==> src/rtl/stage_sequencer.sv <==
// Multi-cycle instruction sequencer: pulses each datapath unit in turn, owns the PC,
// retires instructions and faults when a unit never answers.
module stage_sequencer #(
  parameter int unsigned       ADDR_W   = 32,
  parameter logic [ADDR_W-1:0] RESET_PC = '0,
  parameter int unsigned       TIMEOUT  = 255,
  parameter int unsigned       TO_W     = 8
) (
  input  logic              clk,
  input  logic              rst,
  input  logic              run,
  output logic              if_en,
  output logic              id_en,
  output logic              ex_en,
  output logic              mem_en,
  output logic              wb_en,
  output logic              br_en,
  output logic              ju_en,
  input  logic              if_done,
  input  logic              id_done,
  input  logic              ex_done,
  input  logic              mem_done,
  input  logic              wb_done,
  input  logic              br_done,
  input  logic              ju_done,
  input  logic              dec_jump,
  input  logic              dec_branch,
  input  logic              dec_mem_read,
  input  logic              dec_mem_write,
  input  logic              dec_reg_write,
  input  logic [ADDR_W-1:0] target_pc,
  output logic [ADDR_W-1:0] pc,
  output logic [6:0]        stage,
  output logic              busy,
  output logic [31:0]       instr_count,
  output logic              fault
);

  typedef enum logic [3:0] {
    ST_IDLE, ST_IF, ST_ID, ST_EX, ST_MEM, ST_WB, ST_JU, ST_BR, ST_FAULT
  } state_e;

  state_e            state_q, state_d;
  logic              first_q, first_d;
  logic [TO_W-1:0]   wait_q, wait_d;
  logic [ADDR_W-1:0] pc_q, pc_d;
  logic [ADDR_W-1:0] tgt_q, tgt_d;
  logic              redir_q, redir_d;
  logic [31:0]       count_q, count_d;
  logic              fault_q, fault_d;
  logic              br_q, br_d, mrd_q, mrd_d, mwr_q, mwr_d, rw_q, rw_d;

  logic              unit_done, waiting, done_ok, retire, enter;
  state_e            enter_st;

  always_comb begin
    unit_done = 1'b0;
    waiting   = 1'b1;
    case (state_q)
      ST_IF:   unit_done = if_done;
      ST_ID:   unit_done = id_done;
      ST_EX:   unit_done = ex_done;
      ST_MEM:  unit_done = mem_done;
      ST_WB:   unit_done = wb_done;
      ST_JU:   unit_done = ju_done;
      ST_BR:   unit_done = br_done;
      default: waiting   = 1'b0;
    endcase
  end

  // A strobe on the entry cycle belongs to the previous request, so it is ignored.
  assign done_ok = waiting && !first_q && unit_done;

  always_comb begin
    state_d  = state_q;
    first_d  = 1'b0;
    wait_d   = wait_q;
    pc_d     = pc_q;
    tgt_d    = tgt_q;
    redir_d  = redir_q;
    count_d  = count_q;
    fault_d  = fault_q;
    br_d     = br_q;
    mrd_d    = mrd_q;
    mwr_d    = mwr_q;
    rw_d     = rw_q;
    retire   = 1'b0;
    enter    = 1'b0;
    enter_st = ST_IF;

    case (state_q)
      ST_IDLE: enter = run;
      ST_IF: begin
        if (done_ok) begin
          enter    = 1'b1;
          enter_st = ST_ID;
        end
      end
      ST_ID: begin
        if (done_ok) begin
          br_d     = dec_branch;
          mrd_d    = dec_mem_read;
          mwr_d    = dec_mem_write;
          rw_d     = dec_reg_write;
          enter    = 1'b1;
          enter_st = dec_jump ? ST_JU : ST_EX;
        end
      end
      ST_EX: begin
        if (done_ok) begin
          if (br_q) begin
            enter    = 1'b1;
            enter_st = ST_BR;
          end else if (mrd_q || mwr_q) begin
            enter    = 1'b1;
            enter_st = ST_MEM;
          end else if (rw_q) begin
            enter    = 1'b1;
            enter_st = ST_WB;
          end else begin
            retire = 1'b1;
          end
        end
      end
      ST_MEM: begin
        if (done_ok) begin
          if (mrd_q && rw_q) begin
            enter    = 1'b1;
            enter_st = ST_WB;
          end else begin
            retire = 1'b1;
          end
        end
      end
      ST_BR: begin
        if (done_ok) begin
          tgt_d   = target_pc;
          redir_d = 1'b1;
          retire  = 1'b1;
        end
      end
      ST_JU: begin
        if (done_ok) begin
          tgt_d   = target_pc;
          redir_d = 1'b1;
          if (rw_q) begin
            enter    = 1'b1;
            enter_st = ST_WB;
          end else begin
            retire = 1'b1;
          end
        end
      end
      ST_WB: retire = done_ok;
      default: ;
    endcase

    // A valid done always beats the timeout on the same cycle.
    if (waiting && !done_ok) begin
      if (wait_q == TO_W'(TIMEOUT - 1)) begin
        state_d = ST_FAULT;
        fault_d = 1'b1;
      end else begin
        wait_d = wait_q + 1'b1;
      end
    end

    if (retire) begin
      pc_d    = redir_d ? tgt_d : pc_q + ADDR_W'(4);
      count_d = count_q + 32'd1;
      redir_d = 1'b0;
      if (run) begin
        enter    = 1'b1;
        enter_st = ST_IF;
      end else begin
        state_d = ST_IDLE;
      end
    end

    if (enter) begin
      state_d = enter_st;
      first_d = 1'b1;
      wait_d  = '0;
    end
  end

  always_ff @(posedge clk or posedge rst) begin
    if (rst) begin
      state_q <= ST_IDLE;
      first_q <= 1'b0;
      wait_q  <= '0;
      pc_q    <= RESET_PC;
      tgt_q   <= '0;
      redir_q <= 1'b0;
      count_q <= '0;
      fault_q <= 1'b0;
      br_q    <= 1'b0;
      mrd_q   <= 1'b0;
      mwr_q   <= 1'b0;
      rw_q    <= 1'b0;
    end else begin
      state_q <= state_d;
      first_q <= first_d;
      wait_q  <= wait_d;
      pc_q    <= pc_d;
      tgt_q   <= tgt_d;
      redir_q <= redir_d;
      count_q <= count_d;
      fault_q <= fault_d;
      br_q    <= br_d;
      mrd_q   <= mrd_d;
      mwr_q   <= mwr_d;
      rw_q    <= rw_d;
    end
  end

  assign if_en  = first_q && (state_q == ST_IF);
  assign id_en  = first_q && (state_q == ST_ID);
  assign ex_en  = first_q && (state_q == ST_EX);
  assign mem_en = first_q && (state_q == ST_MEM);
  assign wb_en  = first_q && (state_q == ST_WB);
  assign ju_en  = first_q && (state_q == ST_JU);
  assign br_en  = first_q && (state_q == ST_BR);

  assign stage = {state_q == ST_BR, state_q == ST_JU, state_q == ST_WB, state_q == ST_MEM,
                  state_q == ST_EX, state_q == ST_ID, state_q == ST_IF};

  assign busy        = (state_q != ST_IDLE) && (state_q != ST_FAULT);
  assign pc          = pc_q;
  assign instr_count = count_q;
  assign fault       = fault_q;

endmodule

==> config.mk <==
export PLATFORM = sky130hd
export DESIGN_NAME = stage_sequencer
export DESIGN_NICKNAME = d
export VERILOG_FILES = /design/src/rtl/stage_sequencer.sv
export SDC_FILE = /design/constraint.sdc
export NUM_CORES = 1
export LEC_CHECK = 0
export BUFFER_PORTS_ARGS = -buffer_cell sky130_fd_sc_hd__buf_2
export CORE_UTILIZATION = 45
export DETAILED_ROUTE_END_ITERATION = 8
export GPL_ROUTABILITY_DRIVEN = 0
export HOLD_SLACK_MARGIN = 0.08
export MAX_ROUTING_LAYER = met4
export PLACE_DENSITY = 0.76
export SETUP_SLACK_MARGIN = 0.15
export SKIP_CTS_REPAIR_TIMING = 1
export SYNTH_ARGS = -nofsm -noshare
export SYNTH_HDL_FRONTEND = slang
export SYNTH_SLANG_ARGS = --single-unit
==> constraint.sdc <==
create_clock -name clk -period 4.7 [get_ports clk]
set_input_delay 0.94 -clock clk [delete_from_list [all_inputs] [get_ports clk]]
set_output_delay 0.94 -clock clk [all_outputs]
set_load 0.02 [all_outputs]
==> summary.md <==
| Metric | Value |
|---|---|
| Status | `complete, no violations` |
| Mapped Area | `0.00629 sq mm` |
| Clk_lat worst skew | `410 ps` |
| Gr busiest metal | `met2` |
| First-pass GRT wire length | `26400 microns` |
| CTS buffer count | `17` |
| Max incr delay on CP | `790 ps` |
| Vias per cell | `5.73` |
| WHS | `463 ps` |
| Ant. Diodes | `0` |
| Setup Viol. Count Final | `0` |
| Worst slew margin | `32.2%` |
| Drt total wl | `16100 microns` |
| Hold Crit Class | `reg2reg` |
| Lkg Pwr | `3.64 nW` |
| Routed Antenna Nets | `0` |
| RSZ-0062 raised after global routing | `no` |
| Setup TNS Final | `0 ps` |
| H-tree depth | `4` |
| CTS tree | `yes` |
| Sequential Area | `0.00288 sq mm` |
| Number of global-route vias before repair | `5200` |
| Data required time at the worst endpoint | `5010 ps` |
| Mean Syn Cell Area | `9.20 sq um` |
| Crit path kind | `reg2reg` |
| Cell variety after synth | `69` |
| Finished Cell Area | `0.00762 sq mm` |
| Vias | `5657` |
| Number of synthesized register bits | `115` |
| Largest area contributor in the netlist | `dfrtp_1` |
| Post-DP Area | `0.00705 sq mm` |
| Count of final hold-check violations | `0` |
| CTS root buf | `clkbuf_16` |
| Post-synth top flop | `dfrtp_1` |
| Grt ovf | `0` |
| Post-route DRC violation count | `0` |
| Register area share after synthesis | `45.8%` |
| Syn nets | `734` |
| Finished Core Util | `56.7%` |
| Cell count after placement | `959` |
| Final Cycle Share | `65.2%` |
| GRT Resource Usage Total | `23.9%` |
| Cells after Synth | `683` |
| Port Buf Inserts | `126` |
| Post-layout instance count excluding filler cells | `988` |
| Upper clock frequency limit | `326 MHz` |
| Final min period | `3060 ps` |
| Die Footprint | `0.0144 sq mm` |
| Skew final | `10.4 ps` |
| Die H | `120 microns` |
| Crit. End Element | `flip-flop` |
| Yosys Warn Count | `0` |
| FFs w/ async S/R, synth | `100%` |
| Worst-margin pin slew | `1010 ps` |
| PwrDens | `558 mW/mm^2` |
| Count of flip-flops with a built-in enable after synthesis | `0` |
| Area of the multi-input gates | `0.00313 sq mm` |
| Starting density of the core | `46.7%` |
| DP Worst Slack | `1360 ps` |
| Largest cells by area after synthesis | `dfrtp_1, nand2_1, xnor2_1` |
| Fin. max-slew vios | `0` |
| Clock transition at path regs | `50 ps` |
| Avg WL per Cell | `16.3 microns` |
| CP startpoint kind | `flip-flop` |
| TritonRoute pass-1 iters | `5` |
| CP max FO | `22` |
| Sink Count | `115` |
| First DRT Iteration DRCs | `566` |
| Cells along the critical path | `nand3b_1, a211oi_2, or4_4, and2_1, nand2_1, a32oi_1` |
| Largest net degree at the start of global routing | `56` |
| Placeable Area | `0.0135 sq mm` |
| Met2 Usage GRT | `36.2%` |
| Routing usage on met1 | `32.3%` |
| Area Overhead vs Synth | `21.3%` |
| # Max-Cap Violations | `0` |
| Hpwl dp | `11300 microns` |
| # nets final | `853` |
| Share of cells above drive strength 1 | `25.6%` |
| Antenna violations before repair | `0` |
| # fillers | `1204` |
| VDD IR max | `0.264 mV` |
| Worst path arrival time | `3370 ps` |
| Met3 usage | `5.00%` |
| Tot Pwr | `4.25 mW` |
| Die width | `120 microns` |
| Synth top area share | `45.8%` |
| I/O Pins | `127` |
| CTS max path bufs | `2` |
| Highest-delay cell along the critical path | `and2_1` |
| Setup ws final | `1640 ps` |
| FP Rows | `42` |
[layout by cell type, fill, tap and decap left out, drive strengths merged, types with 5 or more instances in the layout]
| cell type | synthesis | layout |
|---|---|---|
| nor3 | 19 | 19 |
| nand2 | 111 | 111 |
| a21oi | 35 | 35 |
| xnor2 | 25 | 25 |
| nand3b | 6 | 6 |
| and4 | 6 | 6 |
| a32oi | 7 | 7 |
| nand2b | 7 | 7 |
| or3 | 6 | 6 |
| inv | 24 | 24 |
| and3 | 18 | 18 |
| nand4 | 19 | 19 |
| nand3 | 36 | 36 |
| dfrtp | 115 | 115 |
| nor4 | 14 | 14 |
| clkbuf | 12 | 25 |
| a211oi | 5 | 5 |
| o22a | 5 | 5 |
| nor2 | 55 | 55 |
| o211ai | 7 | 7 |
| or2 | 7 | 7 |
| mux2 | 17 | 17 |
| o21ai | 26 | 26 |
| buf | 26 | 138 |
| a22o | 5 | 5 |
| xor2 | 13 | 13 |
| and2 | 10 | 10 |
[worst max-delay path: cells and delay by family (launching register included)]
kind             cells  cell delay (ps)
flip-flops           1              710
AND/OR/NAND/NOR      4             1540
AO/OA/AOI/OAI        2              710
[Yosys cell counts, types with 4 or more instances]
cell / count
nand3b_1: 6
inv_1: 24
mux2_4: 4
nor4_2: 4
nand2b_1: 7
nor2_1: 55
a22o_1: 5
a31oi_1: 4
o22a_1: 5
a211oi_1: 4
or2_2: 7
dfrtp_1: 115
nand3_1: 34
xor2_1: 13
o211ai_1: 7
buf_6: 4
nor4_1: 10
nand4_1: 19
and3_1: 18
xnor2_1: 25
nand2_1: 111
nor3_1: 19
a21oi_2: 4
and4_1: 6
buf_2: 17
or3_1: 6
a21oi_1: 31
ha_1: 4
o21ai_0: 23
a32oi_1: 7
clkbuf_1: 12
mux2_2: 11
and2_1: 9
[power breakdown]
group	internal, mW	total, mW	switching (mW)
registers	1.27	1.57	0.307
logic	0.534	1.42	0.883
clock network	0.841	1.26	0.424
[metal layers]
metal	routed length, microns	vias up
li1	-	2663
met1	7170	2699
met5	0	-
met4	257	0
met3	1210	24
met2	7510	271
[logic make-up after synthesis]
| family | count (synthesis) | share of synthesized area [%] |
|---|---|---|
| compound gates | 121 | 13.7 |
| xor+xnor | 38 | 5.29 |
| fa+ha+maj | 4 | 0.796 |
| simple gates | 323 | 26.1 |
| buf+inv | 62 | 4.64 |
| flops | 115 | 45.8 |
| mux | 20 | 3.76 |
[sequential cells by signal (all words and copies together) (netlist names)]
name         cells
state_q          4
fault            1
br_q             1
redir_q          1
pc              32
instr_count     32
first_q          1
tgt_q           32
wait_q           8
mrd_q            1
mwr_q            1
rw_q             1
[area by class of cell]
type                    instances  area share, %
clock inverters                 4          0.952
flip-flops and latches        115           37.7
clock buffers                  25           6.63
inverters                      24           1.21
well taps                     176           2.89
multi-input cells             506           41.1
repair buffers                138           9.45
[path summary, 6_finish.rpt]
kind	slack (ps)	depth (start not counted)	start	endpoint
worst max register to register	1640	6	state_q[0]	pc[22]
max in group asynchronous	3170	3	rst	pc[3]
min in group asynchronous	640	2	rst	tgt_q[26]
worst min-delay path	460	1	fault	fault
worst min register to register	460	1	fault	fault
worst max-delay path	1640	6	state_q[0]	pc[22]
Power figures use the tool's default switching activity.
